$ cat config.mk
export PLATFORM = sky130hd
export DESIGN_NAME = vend_change_ctrl
export DESIGN_NICKNAME = d
export VERILOG_FILES = /design/src/rtl/vend_change_ctrl.sv
export SDC_FILE = /design/constraint.sdc
export NUM_CORES = 1
export LEC_CHECK = 0
export BUFFER_PORTS_ARGS = -buffer_cell sky130_fd_sc_hd__buf_2
export CAP_MARGIN = 20
export CORE_MARGIN = 1
export CORE_UTILIZATION = 52
export CTS_BUF_LIST = sky130_fd_sc_hd__clkbuf_2 sky130_fd_sc_hd__clkbuf_4 sky130_fd_sc_hd__clkbuf_8
export DETAILED_ROUTE_END_ITERATION = 6
export PLACE_DENSITY_LB_ADDON = 0.2
export SLEW_MARGIN = 20
export SYNTH_ARGS = -nofsm -noshare
export SYNTH_HDL_FRONTEND = slang
export SYNTH_SLANG_ARGS = --single-unit
$ cat constraint.sdc
create_clock -name clk -period 2.2 [get_ports clk]
set_input_delay 0.11 -clock clk [delete_from_list [all_inputs] [get_ports clk]]
set_output_delay 0.11 -clock clk [all_outputs]
set_load 0.1 [all_outputs]
$ cat src/rtl/vend_change_ctrl.sv
// Vending change controller: accumulates coin credit, vends against a latched price
// and pays change back one greedy coin at a time through a shared external subtractor.
//
// state  | meaning
// IDLE   | accepting coins, select or cancel
// CHECK  | compare credit against latched price
// VEND   | one-cycle product release, credit reduced by price
// CHANGE | presenting change coins until credit reaches zero
module vend_change_ctrl (
   input  logic       clk,
   input  logic       rst,
   input  logic       coin_valid,
   input  logic [1:0] coin_val,
   input  logic       sel_valid,
   input  logic [3:0] price,
   input  logic       cancel,
   input  logic       change_ack,
   output logic [3:0] sub_a,
   output logic [3:0] sub_b,
   input  logic [3:0] sub_diff,
   input  logic       sub_cout,
   output logic [3:0] credit,
   output logic       dispense,
   output logic       change_valid,
   output logic [1:0] change_coin,
   output logic       coin_reject,
   output logic       short_pay,
   output logic       busy
);

   typedef enum logic [1:0] {IDLE, CHECK, VEND, CHANGE} state_t;

   state_t     state;
   logic [3:0] price_q;
   logic [3:0] coin_amt;
   logic [4:0] coin_sum;
   logic       coin_ok;

   function automatic logic [3:0] coin_value(input logic [1:0] c);
      case (c)
         2'b00:   coin_value = 4'd1;
         2'b01:   coin_value = 4'd2;
         2'b10:   coin_value = 4'd5;
         default: coin_value = 4'd0;
      endcase
   endfunction

   function automatic logic [1:0] greedy(input logic [3:0] c);
      if (c >= 4'd5)      greedy = 2'b10;
      else if (c >= 4'd2) greedy = 2'b01;
      else                greedy = 2'b00;
   endfunction

   assign coin_amt = coin_value(coin_val);
   assign coin_sum = {1'b0, credit} + {1'b0, coin_amt};
   assign coin_ok  = (coin_val != 2'b11) && (coin_sum <= 5'd15);
   assign busy     = (state != IDLE);

   always_comb begin
      sub_a = credit;
      sub_b = 4'd0;
      case (state)
         CHECK, VEND: sub_b = price_q;
         CHANGE:      sub_b = coin_value(change_coin);
         default:     sub_b = 4'd0;
      endcase
   end

   always_ff @(posedge clk) begin
      if (rst) begin
         state        <= IDLE;
         credit       <= 4'd0;
         price_q      <= 4'd0;
         dispense     <= 1'b0;
         change_valid <= 1'b0;
         change_coin  <= 2'b00;
         coin_reject  <= 1'b0;
         short_pay    <= 1'b0;
      end else begin
         dispense    <= 1'b0;
         short_pay   <= 1'b0;
         // Any coin not credited this edge is bounced, whatever the state.
         coin_reject <= coin_valid && ((state != IDLE) || cancel || !coin_ok);
         case (state)
            IDLE: begin
               if (cancel) begin
                  if (credit != 4'd0) begin
                     state        <= CHANGE;
                     change_valid <= 1'b1;
                     change_coin  <= greedy(credit);
                  end
               end else if (coin_valid) begin
                  if (coin_ok) credit <= coin_sum[3:0];
               end else if (sel_valid) begin
                  price_q <= price;
                  state   <= CHECK;
               end
            end
            CHECK: begin
               if (sub_cout) begin
                  state    <= VEND;
                  dispense <= 1'b1;
               end else begin
                  state     <= IDLE;
                  short_pay <= 1'b1;
               end
            end
            VEND: begin
               credit <= sub_diff;
               if (sub_diff != 4'd0) begin
                  state        <= CHANGE;
                  change_valid <= 1'b1;
                  change_coin  <= greedy(sub_diff);
               end else begin
                  state <= IDLE;
               end
            end
            CHANGE: begin
               if (change_ack) begin
                  credit <= sub_diff;
                  if (sub_diff == 4'd0) begin
                     state        <= IDLE;
                     change_valid <= 1'b0;
                     change_coin  <= 2'b00;
                  end else begin
                     change_coin <= greedy(sub_diff);
                  end
               end
            end
            default: state <= IDLE;
         endcase
      end
   end

endmodule

==> results of run 1 <==
## Yosys cell counts, types with 2 or more instances
| library cell | instances |
|---|---|
| nand2b_1 | 2 |
| nand4_1 | 2 |
| a21o_1 | 2 |
| nor2_1 | 11 |
| clkbuf_1 | 2 |
| and3_1 | 2 |
| ha_1 | 8 |
| a311oi_1 | 6 |
| a21oi_1 | 9 |
| nand3_1 | 3 |
| buf_4 | 4 |
| mux2i_1 | 6 |
| nor2b_1 | 2 |
| dfxtp_1 | 16 |
| nor3b_1 | 2 |
| o21ai_0 | 6 |
| inv_1 | 10 |
| nand2_1 | 6 |
| a211oi_1 | 4 |
## state kept, by name, indices dropped and copies added, names as in the netlist
signal	cells
credit	4
price_q	4
change_coin	2
state	2
change_valid	1
coin_reject	1
dispense	1
short_pay	1
## kinds of logic after synthesis
logic type | synth area share (%)
multiplexers | 5.21
AND/OR/NAND/NOR | 19.3
buffers and inverters | 8.36
adder cells (fa/ha/maj) | 10.4
XOR/XNOR | 0.760
AO/OA/AOI/OAI | 28.1
flip-flops | 27.8
## cell type report
type | instances | share of cell area [%]
Clock buffer | 3 | 1.67
Inverter | 10 | 3.06
Multi-Input combinational cell | 97 | 55.1
Sequential cell | 16 | 24.0
Tap cell | 27 | 2.50
Timing Repair Buffer | 36 | 13.7
## worst max-delay path by stage
stage,start,end,cells past startpoint
2_1_floorplan,change_coin[0],sub_b[1],2
3_3_place_gp,state[1],credit[3],6
3_5_place_dp,state[1],credit[3],6
4_1_cts,state[1],sub_b[3],5
5_1_grt,state[0],sub_b[2],5
6_report,state[1],sub_b[3],5
## per-layer routing
| metal | share of wire (%) | up-vias |
|---|---|---|
| met5 | 0 | - |
| met4 | 1.0 | 0 |
| met3 | 5.1 | 6 |
| met2 | 48 | 44 |
| met1 | 46 | 503 |
| li1 | - | 547 |
## stage by stage
step                      hold slack (ns)  std cells
after floorplan                     0.186        132
after global placement              0.299        185
after detailed placement            0.308        185
after CTS                         0.00374        188
after global routing               0.0612        189
final                              0.0633        189
## critical path, stage by stage (launching register included)
cell and delay, ns:
dfxtp_1 0.33, inv_1 0.12, ha_1 0.42, clkinvlp_4 0.25, and3_2 0.25, buf_2 0.28
## power groups by stage
stage               clock network, W  registers [W]  logic (W)
finish                      0.000148       0.000419    0.00112
global route                0.000172       0.000430    0.00118
CTS                         0.000153       0.000420    0.00112
detailed placement                 0       0.000427    0.00111
global placement                   0       0.000422    0.00110
floorplan                          0       0.000722   0.000654
## timing repair
action / 4_1_cts / 5_1_grt
hold buffers: 0 / 1
endpoints found under the hold margin: 0 / 1
resized for setup: 0 / 0
buffers inserted: 0 / 0
==> flow_metrics.tcl, run 1 <==
set metrics [dict create \
    layout_setup_ws_ns 0.152 \
    ys_seq_area_share_pct 27.8 \
    path_class "reg2out" \
    die_height_um 49.1 \
    skew_ns 0.000590 \
    pin_count 36 \
    vias 1100 \
    stdcell_area_mm2 0.00135 \
    r2r-start "state[1]" \
    synthArstFlopShare_pct 0 \
    place.gp.congestion 0.868 \
    busiest_layer "met2" \
    combPwrFrac_pct 66.3 \
    syn2layout_area_growth_pct 17.3 \
    ys_warn_count 0 \
    chipWidth_um 49.1 \
    slew-limit-headroom_pct 61.2 \
    ys_dominant_reg_cell "dfxtp_1" \
    dpl.hpwl_mm 2.01 \
    vias_per_cell 5.82 \
    tritoncts "done" \
    clock_sinks 16 \
    num-nets-final 190 \
    met1_usage_pct 28.8 \
    min_path_type "in2reg" \
    p_clk_share_pct 8.8 \
    critPathArrivalTime_ns 1.94 \
    setup_viol 0 \
    antenna_found_initial 0 \
    coreArea_mm2 0.00202 \
    cts_made_buffers 3 \
    whs_endpoint "price_q[0]" \
    met2_usage_pct 41.6 \
    final_layout_size_suffix_gt1_share_pct 35.2 \
    routed_wl_mm 2.57 \
    max_freq_mhz 488 \
    dieArea_mm2 0.00241 \
    rsz0062_at_grt "no" \
    track_usage_pct 23.5 \
    whs_path_depth 3 \
    run_status "finished, final reports clean" \
    pwr_density_cell_mw_per_mm2 1250 \
    start_util_pct 57.0 \
    final_cell_mix "35 x buf_2, 13 x dfxtp_1, 9 x inv_1, 9 x a21oi_1" \
    clk_path_buf_depth 2 \
    grt_max_degree 20 \
    synth_top_area_share_pct 27.8 \
    cap_violations 0 \
    synth.avg_cell_area_um2 8.73 \
    fin_crit_ns 2.05 \
    overflow 0 \
    drv_slew 0 \
    diodes 0 \
    critPathMaxFanout 8 \
    regArea_um2 324 \
    avgRoutedWirePerCell_um 13.6 \
    tightest_slew_ns 0.573 \
    syn_nets 158 \
    utilization_pct 66.8 \
    r2r-end "credit[3]" \
    synth_cell_types 48 \
    n_fill_cell 180 \
    synth_top_area_cell "dfxtp_1" \
    reg2reg_slack_ns 0.26 \
    syn_inst 132 \
    h-tree-depth 1 \
    p_switching_w 0.00100 \
    drc 0 \
    grt_pass1_vias 1020 \
    p_sw_share_pct 59.6 \
    clk_latency_ns 0.28 \
    reg2reg_depth 6 \
    pwr-share-seq_pct 24.9 \
    place_ws_ns 0.298 \
    ys_top_cells_by_area "dfxtp_1 28%, ha_1 8.7%, mux2i_1 5.2%" \
    drt_pass1_iterations 4 \
    hp-start "price[0]" \
    internal_power_w 0.000680 \
    met3_usage_pct 6.23 \
    multi_input_area_um2 744 \
    tns_ns 0 \
    end_kind "output pin" \
    ir_drop_mv 1.13 \
    synth_edf_count 0 \
    io_buffer_count 35 \
    total_power_w 0.00169 \
    post-route-period-util_pct 93.1 \
    syn_area_mm2 0.00115 \
    path_clk_slew_ns 0.09 \
    start_kind "flop" \
    postPlaceCellArea_mm2 0.00132 \
    yosys_register_bits 16 \
    finalHoldViolations 0 \
    grt_pass1_wl_mm 4.44 \
    clockRootBuffer "clkbuf_4" \
    p_leak_nw 0.620 \
    final_common_cell "buf_2" \
    ant_nets 0 \
    std_cell_rows 16 \
    drt-initial-drc-count 25 \
    required_ns 2.09 \
]
(Power assumes the default switching activity.)
==> run 2: changes to the inputs <==
--- a/config.mk
+++ b/config.mk
@@ -12,6 +12,7 @@
 export CTS_BUF_LIST = sky130_fd_sc_hd__clkbuf_2 sky130_fd_sc_hd__clkbuf_4 sky130_fd_sc_hd__clkbuf_8
 export DETAILED_ROUTE_END_ITERATION = 6
 export PLACE_DENSITY_LB_ADDON = 0.2
+export RECOVER_POWER = 100
 export SLEW_MARGIN = 20
 export SYNTH_ARGS = -nofsm -noshare
 export SYNTH_HDL_FRONTEND = slang
==> flow_metrics.tcl, run 2 (synthesis results as in run 1) <==
set metrics [dict create \
    run_status "finished, final reports clean" \
    h-tree-depth 1 \
    p_sw_share_pct 60.5 \
    layout_setup_ws_ns 0.148 \
    grt_pass1_wl_mm 4.44 \
    multi_input_area_um2 737 \
    post-route-period-util_pct 93.3 \
    place_ws_ns 0.298 \
    routed_wl_mm 2.57 \
    clock_sinks 16 \
    tightest_slew_ns 1.17 \
    cp_cell_sequence "inv_1, ha_1, clkinvlp_4, and3_2, buf_2" \
    cap_violations 0 \
    coreArea_mm2 0.00202 \
    antenna_found_initial 0 \
    finalHoldViolations 0 \
    rsz0062_at_grt "no" \
    critPathMaxFanout 8 \
    start_util_pct 57.0 \
    end_kind "output pin" \
    clk_path_buf_depth 2 \
    ctsHoldBuffers 0 \
    place.gp.congestion 0.868 \
    final_common_cell "buf_2" \
    internal_power_w 0.000657 \
    ant_nets 0 \
    dpl.hpwl_mm 2.01 \
    slew-limit-headroom_pct 22.2 \
    min_path_type "in2reg" \
    vias_per_cell 5.67 \
    pwr-share-seq_pct 25.2 \
    postCtsSetupRepairBufs 0 \
    diodes 0 \
    num-nets-final 190 \
    ir_drop_mv 1.12 \
    p_leak_nw 0.559 \
    path_clk_slew_ns 0.08 \
    grt_pass1_vias 1020 \
    final_layout_size_suffix_gt1_share_pct 24.7 \
    clockRootBuffer "clkbuf_4" \
    syn2layout_area_growth_pct 15.0 \
    reg.largest.list "credit: 4 flops, price_q: 4 flops" \
    tritoncts "done" \
    grt_max_degree 20 \
    required_ns 2.09 \
    n_fill_cell 192 \
    chipWidth_um 49.1 \
    drt_pass1_iterations 4 \
    postPlaceCellArea_mm2 0.00132 \
    max_freq_mhz 487 \
    drv_slew 0 \
    cp_slowest_cell "ha_1" \
    cts_resized 0 \
    start_kind "flop" \
    p_switching_w 0.00100 \
    setup_viol 0 \
    final_cell_mix "19 x buf_2, 14 x dfxtp_1, 14 x clkbuf_1" \
    path_class "reg2out" \
    fin_crit_ns 2.05 \
    drc 0 \
    critPathArrivalTime_ns 1.94 \
    die_height_um 49.1 \
    cpPeakStageDelay_ns 0.43 \
    combPwrFrac_pct 65.9 \
    cts_made_buffers 3 \
    overflow 0 \
    track_usage_pct 23.5 \
    dieArea_mm2 0.00241 \
    tns_ns 0 \
    drt-initial-drc-count 25 \
    pwr_density_cell_mw_per_mm2 1250 \
    pin_count 36 \
    regArea_um2 323 \
    avgRoutedWirePerCell_um 13.6 \
    p_clk_share_pct 8.9 \
    clk_latency_ns 0.28 \
    cpLargestDelayFamily "buffers and inverters" \
    stdcell_area_mm2 0.00133 \
    path_buf_inv 3 \
    vias 1072 \
    std_cell_rows 16 \
    skew_ns 0.000626 \
    io_buffer_count 35 \
]
run 2: final cells by class:
type / instances / area share [%]
multi-input combinational: 97 / 55.6
sequential: 16 / 24.4
timing repair buffer: 36 / 12.7
inverter: 10 / 3.12
tap: 27 / 2.55
clock buffer: 3 / 1.70
run 2: metal layers:
metal | track usage [%] | vias up | wire length (um)
met5 | 0 | - | 0
met4 | 3.43 | 0 | 26
met3 | 6.23 | 6 | 98
met2 | 41.6 | 27 | 1220
met1 | 28.8 | 491 | 1230
li1 | - | 548 | -
run 2: power by group through the flow:
stage | combinational [W] | sequential (W) | clock, W
finish | 0.00109 | 0.000419 | 0.000148
CTS | 0.00112 | 0.000420 | 0.000153
detailed placement | 0.00111 | 0.000427 | 0
floorplan | 0.000654 | 0.000722 | 0
global route | 0.00116 | 0.000431 | 0.000172
global placement | 0.00110 | 0.000422 | 0
run 2: worst min-delay path, stage by stage:
cell and delay [ns]:
buf_2 0.07, mux2i_1 0.05, nor2_1 0.07
run 2: final timing paths:
| path | cells after the start | endpoint | from | slack (ns) |
|---|---|---|---|---|
| worst max-delay path | 5 | sub_b[3] | state[1] | 0.15 |
| worst min-delay path | 3 | price_q[0] | price[0] | 0.06 |
| worst max register to register | 5 | change_valid | state[0] | 0.24 |
| worst min register to register | 2 | price_q[3] | price_q[3] | 0.50 |
run 2: stage by stage:
step | hold WS (ns) | cells | power, W | utilization, %
after floorplan | 0.186 | 132 | 0.00138 | -
after CTS | 0.00374 | 188 | 0.00169 | 66.3
after global placement | 0.299 | 185 | 0.00153 | 65.2
after detailed placement | 0.308 | 185 | 0.00154 | 65.2
after global routing | 0.0612 | 189 | 0.00176 | 65.5
final | 0.0642 | 189 | 0.00166 | 65.5
